File: src/rtl/vote_collector.sv
// vote_collector: serial ballot collector feeding a 5-input one-hot voter.
// Accepts one-hot ballots over a valid/ready port and rejects malformed ones.
// It groups five accepted ballots into a frame and presents that frame on
// a0..a4 under a frame-valid/ack handshake. A partial frame is closed and
// padded with abstain (all zero) after TIMEOUT idle cycles.
//
// Ports:
//   clk, rst_n     clock and asynchronous active-low reset
//   vote_in        ballot; must be one-hot to be accepted
//   vote_valid     vote_in is valid this cycle
//   vote_ready     collector can take a ballot (combinational from state)
//   a0..a4         buffered ballots; slot n holds the n-th accepted ballot
//   ballot_valid   frame complete and stable
//   ballot_ack     downstream has consumed the frame
//   timeout_flag   presented frame was closed by timeout
//   err_count      saturating count of rejected ballots
module vote_collector #(
  parameter int VW      = 3,
  parameter int TIMEOUT = 255
) (
  input  logic          clk,
  input  logic          rst_n,
  input  logic [VW-1:0] vote_in,
  input  logic          vote_valid,
  output logic          vote_ready,
  output logic [VW-1:0] a0,
  output logic [VW-1:0] a1,
  output logic [VW-1:0] a2,
  output logic [VW-1:0] a3,
  output logic [VW-1:0] a4,
  output logic          ballot_valid,
  input  logic          ballot_ack,
  output logic          timeout_flag,
  output logic [7:0]    err_count
);

  typedef enum logic {COLLECT, PRESENT} state_t;

  // The frame closes on the idle edge that would bring the timer to TIMEOUT.
  localparam logic [15:0] IDLE_LAST = 16'(TIMEOUT - 1);

  state_t        state;
  logic          live;      // low during reset and for the first cycle after it
  logic [2:0]    count;
  logic [15:0]   idle;
  logic [VW-1:0] slot [5];
  logic          one_hot;
  logic          take;

  assign one_hot    = (vote_in != '0) && ((vote_in & (vote_in - VW'(1))) == '0);
  assign vote_ready = live && (state == COLLECT);
  assign take       = vote_valid && vote_ready;

  assign a0 = slot[0];
  assign a1 = slot[1];
  assign a2 = slot[2];
  assign a3 = slot[3];
  assign a4 = slot[4];

  always_ff @(posedge clk or negedge rst_n) begin
    if (!rst_n) begin
      state        <= COLLECT;
      live         <= 1'b0;
      count        <= '0;
      idle         <= '0;
      ballot_valid <= 1'b0;
      timeout_flag <= 1'b0;
      err_count    <= '0;
      for (int unsigned i = 0; i < 5; i++) slot[i] <= '0;
    end else begin
      live <= 1'b1;
      case (state)
        COLLECT: begin
          if (take && one_hot) begin
            // An accepted ballot always wins over a timer expiring on the same edge.
            for (int unsigned i = 0; i < 5; i++)
              if (3'(i) == count) slot[i] <= vote_in;
            idle <= '0;
            if (count == 3'd4) begin
              state        <= PRESENT;
              ballot_valid <= 1'b1;
              timeout_flag <= 1'b0;
            end
            count <= count + 3'd1;
          end else begin
            if (take && (err_count != 8'hFF)) err_count <= err_count + 8'd1;
            // The timer only runs once a frame has at least one ballot.
            if (count != '0) begin
              idle <= idle + 16'd1;
              if (idle == IDLE_LAST) begin
                for (int unsigned i = 0; i < 5; i++)
                  if (3'(i) >= count) slot[i] <= '0;
                state        <= PRESENT;
                ballot_valid <= 1'b1;
                timeout_flag <= 1'b1;
              end
            end
          end
        end
        PRESENT: begin
          if (ballot_ack) begin
            state        <= COLLECT;
            count        <= '0;
            idle         <= '0;
            ballot_valid <= 1'b0;
            timeout_flag <= 1'b0;
            for (int unsigned i = 0; i < 5; i++) slot[i] <= '0;
          end
        end
        default: state <= COLLECT;
      endcase
    end
  end

endmodule

File: config.mk
export PLATFORM = sky130hd
export DESIGN_NAME = vote_collector
export DESIGN_NICKNAME = d
export VERILOG_FILES = /design/src/rtl/vote_collector.sv
export SDC_FILE = /design/constraint.sdc
export NUM_CORES = 1
export LEC_CHECK = 0
export BUFFER_PORTS_ARGS = -buffer_cell sky130_fd_sc_hd__buf_2
export CAP_MARGIN = 20
export CORE_ASPECT_RATIO = 1.25
export CORE_MARGIN = 5
export CORE_UTILIZATION = 60
export CTS_BUF_LIST = sky130_fd_sc_hd__clkbuf_8 sky130_fd_sc_hd__clkbuf_16
export DETAILED_ROUTE_END_ITERATION = 10
export PLACE_DENSITY_LB_ADDON = 0.3
export SLEW_MARGIN = 40
export SYNTH_ARGS = -nofsm -noshare
export SYNTH_HDL_FRONTEND = slang
export SYNTH_SLANG_ARGS = --single-unit
export TNS_END_PERCENT = 100
File: constraint.sdc
create_clock -name clk -period 4.7 [get_ports clk]
set_input_delay 0.94 -clock clk [delete_from_list [all_inputs] [get_ports clk]]
set_output_delay 0.94 -clock clk [all_outputs]
set_load 0.05 [all_outputs]
==> out/metrics.json <==
{
  "status": {"value": "finished clean"},
  "floorplan.die.width": {"value": 65.3, "unit": "µm"},
  "cts.reportedPaths.clkPinSlew": {"value": 0.08, "unit": "ns"},
  "synth_cell_types": {"value": 43},
  "clkSinkCount": {"value": 46},
  "period_minus_slack": {"value": 2.69, "unit": "ns"},
  "insertion_delay": {"value": 0.30, "unit": "ns"},
  "detail_route.vias_per_cell": {"value": 5.71},
  "pin_count": {"value": 33},
  "antenna_violating_nets_post_route": {"value": 0},
  "detailed_place_hpwl": {"value": 3.16, "unit": "mm"},
  "min_delay_worst_endpoint": {"value": "a2[1]$_DFFE_PN0P_"},
  "start_kind": {"value": "primary input"},
  "floorplan.core_area": {"value": 3750, "unit": "µm²"},
  "timing.slew.headroom": {"value": 56.6, "unit": "%"},
  "cts.repair_timing.setup_buffer_count": {"value": 0},
  "drc": {"value": 0},
  "worstPathMaxFanout": {"value": 12},
  "setup.worst_path.end_class": {"value": "register"},
  "yosys_warnings": {"value": 0},
  "preCtsSetupSlack": {"value": 1.71, "unit": "ns"},
  "antenna_found_initial": {"value": 0},
  "fin_worst_skew": {"value": 0.00916, "unit": "ns"},
  "synth_top_area_cells": {"value": "sky130_fd_sc_hd__dfrtp_1, sky130_fd_sc_hd__mux2_1, sky130_fd_sc_hd__xor2_1"},
  "numCtsBuffers": {"value": 5},
  "share_of_the_yosys_chip_area_belonging_to_registers": {"value": 50.2, "unit": "%"},
  "hp-class": {"value": "reg2reg"},
  "synthDominantAreaCellType": {"value": "sky130_fd_sc_hd__dfrtp_1"},
  "grt_remaining_overflow": {"value": 0},
  "number_of_levels_in_the_clock_h_tree": {"value": 2},
  "maxSlewViolCount": {"value": 0},
  "power_per_cell_area": {"value": 455, "unit": "nW/µm²"},
  "fp-row-count": {"value": 25},
  "sequential_cell_area": {"value": 1150, "unit": "µm²"},
  "drt_iter0_drcs": {"value": 97},
  "max_cap_viol_count": {"value": 0},
  "cts_tree": {"value": "built"},
  "layout.cell_area.non_filler": {"value": 2580, "unit": "µm²"},
  "start_util": {"value": 61.1, "unit": "%"},
  "final.fill_count": {"value": 299},
  "routed_wire_length_per_instance": {"value": 15.1, "unit": "µm"},
  "final_net_count": {"value": 256},
  "worst_r2r_startpoint": {"value": "count[0]$_DFFE_PN0P_"},
  "die_h": {"value": 79.1, "unit": "µm"},
  "number_of_storage_elements_in_the_synthesis_netlist": {"value": 46},
  "num_antenna_cells": {"value": 0},
  "report.final.hold_viol_count": {"value": 0},
  "cts_resized": {"value": 0},
  "path_class": {"value": "in2reg"},
  "global_route_wire_length_before_repair": {"value": 7.57, "unit": "mm"},
  "setup.reg_to_reg.worst_slack": {"value": 2.30, "unit": "ns"},
  "syn_area_per_cell": {"value": 11.1, "unit": "µm²"},
  "quantity_of_i_o_buffers_inserted_on_ports": {"value": 32},
  "area_delta_synth_final": {"value": 12.7, "unit": "%"},
  "whs_path_depth": {"value": 1},
  "fraction_of_synthesis_flops_using_an_asynchronous_set_or_reset_pin": {"value": 100, "unit": "%"},
  "worst_r2r_endpoint": {"value": "a1[1]$_DFFE_PN0P_"},
  "ctsRootBufferMaster": {"value": "sky130_fd_sc_hd__clkbuf_8"},
  "yosys_most_used_dff": {"value": "sky130_fd_sc_hd__dfrtp_1"},
  "route.vias.total": {"value": 1622},
  "post_dp_cell_area": {"value": 2490, "unit": "µm²"},
  "globalRouteTotalUtil": {"value": 18.9, "unit": "%"},
  "drt_wl_total": {"value": 4.28, "unit": "mm"},
  "cts_hold_buffers": {"value": 0},
  "dr.pass1.iters": {"value": 4},
  "post_synth_most_frequent_cells": {"value": "sky130_fd_sc_hd__dfrtp_1, sky130_fd_sc_hd__nor2_1, sky130_fd_sc_hd__nand2_1, sky130_fd_sc_hd__xor2_1, sky130_fd_sc_hd__mux2_1"},
  "final.period_utilization": {"value": 57.2, "unit": "%"},
  "first_global_vias": {"value": 1661},
  "synth_edf_count": {"value": 0},
  "synthesis.area": {"value": 2290, "unit": "µm²"},
  "gp_congestion": {"value": 0.764},
  "max_clock_freq": {"value": 0.372, "unit": "GHz"},
  "vdd_ir_drop_max": {"value": 190, "unit": "µV"},
  "syn-num-nets": {"value": 220},
  "power.static_leakage": {"value": 0.00131, "unit": "µW"},
  "max_slew.worst_pin.slew": {"value": 0.647, "unit": "ns"},
  "worst_r2r_path_depth": {"value": 8},
  "timing.setup.tns": {"value": 0, "unit": "ns"},
  "multi_input_comb_area": {"value": 1110, "unit": "µm²"},
  "final_layout_size_suffix_gt1_share": {"value": 22.1, "unit": "%"},
  "worst_hold_startpoint": {"value": "a2[1]$_DFFE_PN0P_"},
  "worst-endpoint-arrival": {"value": 2.87, "unit": "ns"},
  "yosysTopAreaCellShare": {"value": 50.2, "unit": "%"},
  "grt_start_max_net_pins": {"value": 47},
  "layout.core_utilization": {"value": 68.9, "unit": "%"},
  "netlist_instances": {"value": 207},
  "post-route-worst-setup-slack": {"value": 2.01, "unit": "ns"},
  "cts_max_path_buffers": {"value": 2},
  "critical_path_required": {"value": 4.88, "unit": "ns"},
  "grt_setup_unrepaired": {"value": "false"},
  "yosys.cell_count.top_type": {"value": "sky130_fd_sc_hd__dfrtp_1"},
  "die_outline_area": {"value": 5170, "unit": "µm²"},
  "finalSetupViolations": {"value": 0}
}
==> layer usage <==
metal / track usage [%] / vias to the layer above / wire [µm]
met5: 0 / - / 0
met2: 32.6 / 31 / 2220
met1: 22.7 / 799 / 1840
li1: - / 784 / -
met4: 7.05 / 0 / 80
met3: 4.24 / 8 / 140
==> cell families after synthesis <==
family,synth area share [%]
simple gates,19.9
flops,50.2
xor+xnor,8.40
compound gates,6.66
mux,9.93
buf+inv,1.53
fa+ha+maj,3.27
other cells,0.164
==> cell type report <==
cell class / instances / share of cell area, %
repair buffers: 33 / 6.58
well taps: 40 / 1.94
inverters: 4 / 0.581
flip-flops and latches: 46 / 44.5
multi-input cells: 153 / 42.8
clock inverters: 2 / 0.339
clock buffers: 6 / 3.19
==> flip-flops by register name, indices dropped and copies added, names as in the netlist, 3 cells and up <==
| signal | flops |
|---|---|
| err_count | 8 |
| a3 | 3 |
| count | 3 |
| idle | 16 |
| a1 | 3 |
| a2 | 3 |
| a0 | 3 |
| a4 | 3 |
==> critical path, cell delays in order <==
cell                      delay [ns]
sky130_fd_sc_hd__buf_2          0.12
sky130_fd_sc_hd__xor2_1         0.20
sky130_fd_sc_hd__mux2i_1        0.16
sky130_fd_sc_hd__nor3_2         0.52
sky130_fd_sc_hd__nor4_1         0.11
sky130_fd_sc_hd__o31ai_1        0.45
sky130_fd_sc_hd__mux2_1         0.37
==> cells in the final DEF, fill, tap and decap left out, types with 2 or more instances in the layout <==
cell / n
sky130_fd_sc_hd__inv_1: 5
sky130_fd_sc_hd__o31ai_1: 3
sky130_fd_sc_hd__a21oi_1: 4
sky130_fd_sc_hd__and3_1: 3
sky130_fd_sc_hd__o21ai_0: 3
sky130_fd_sc_hd__nor2_1: 24
sky130_fd_sc_hd__xor2_1: 16
sky130_fd_sc_hd__nor2b_1: 3
sky130_fd_sc_hd__ha_1: 6
sky130_fd_sc_hd__nand2_1: 17
sky130_fd_sc_hd__xnor2_1: 6
sky130_fd_sc_hd__mux2_1: 13
sky130_fd_sc_hd__nor3_1: 3
sky130_fd_sc_hd__nand4_1: 9
sky130_fd_sc_hd__nand2b_1: 4
sky130_fd_sc_hd__buf_2: 31
sky130_fd_sc_hd__and2_1: 2
sky130_fd_sc_hd__nand3_1: 11
sky130_fd_sc_hd__dfrtp_1: 46
sky130_fd_sc_hd__mux2_4: 4
sky130_fd_sc_hd__buf_4: 2
sky130_fd_sc_hd__clkbuf_8: 6
sky130_fd_sc_hd__and2b_1: 2
==> report_power, final <==
part	internal, µW	switching (µW)
logic	123	276
registers	457	75.7
clock network	117	127
==> how the worst max path moves through the flow <==
stage                                   end       start  depth (start not counted)
final                     a0[2]$_DFFE_PN0P_  vote_in[0]                          7
after global routing      a0[1]$_DFFE_PN0P_  vote_in[0]                          7
after CTS                 a0[1]$_DFFE_PN0P_  vote_in[0]                          7
after detailed placement  a0[2]$_DFFE_PN0P_  vote_in[0]                          7
after global placement    a0[2]$_DFFE_PN0P_  vote_in[0]                          7
after floorplan           a4[0]$_DFFE_PN0P_  vote_in[0]                          6
==> per-stage QoR <==
step	std cells	power (µW)	hold WS [ns]
3_5_place_dp	276	943	0.474
5_1_grt	284	1250	0.513
3_3_place_gp	276	931	0.465
6_report	284	1180	0.488
4_1_cts	284	1190	0.493
2_1_floorplan	207	840	0.495
(Power assumes the default switching activity.)
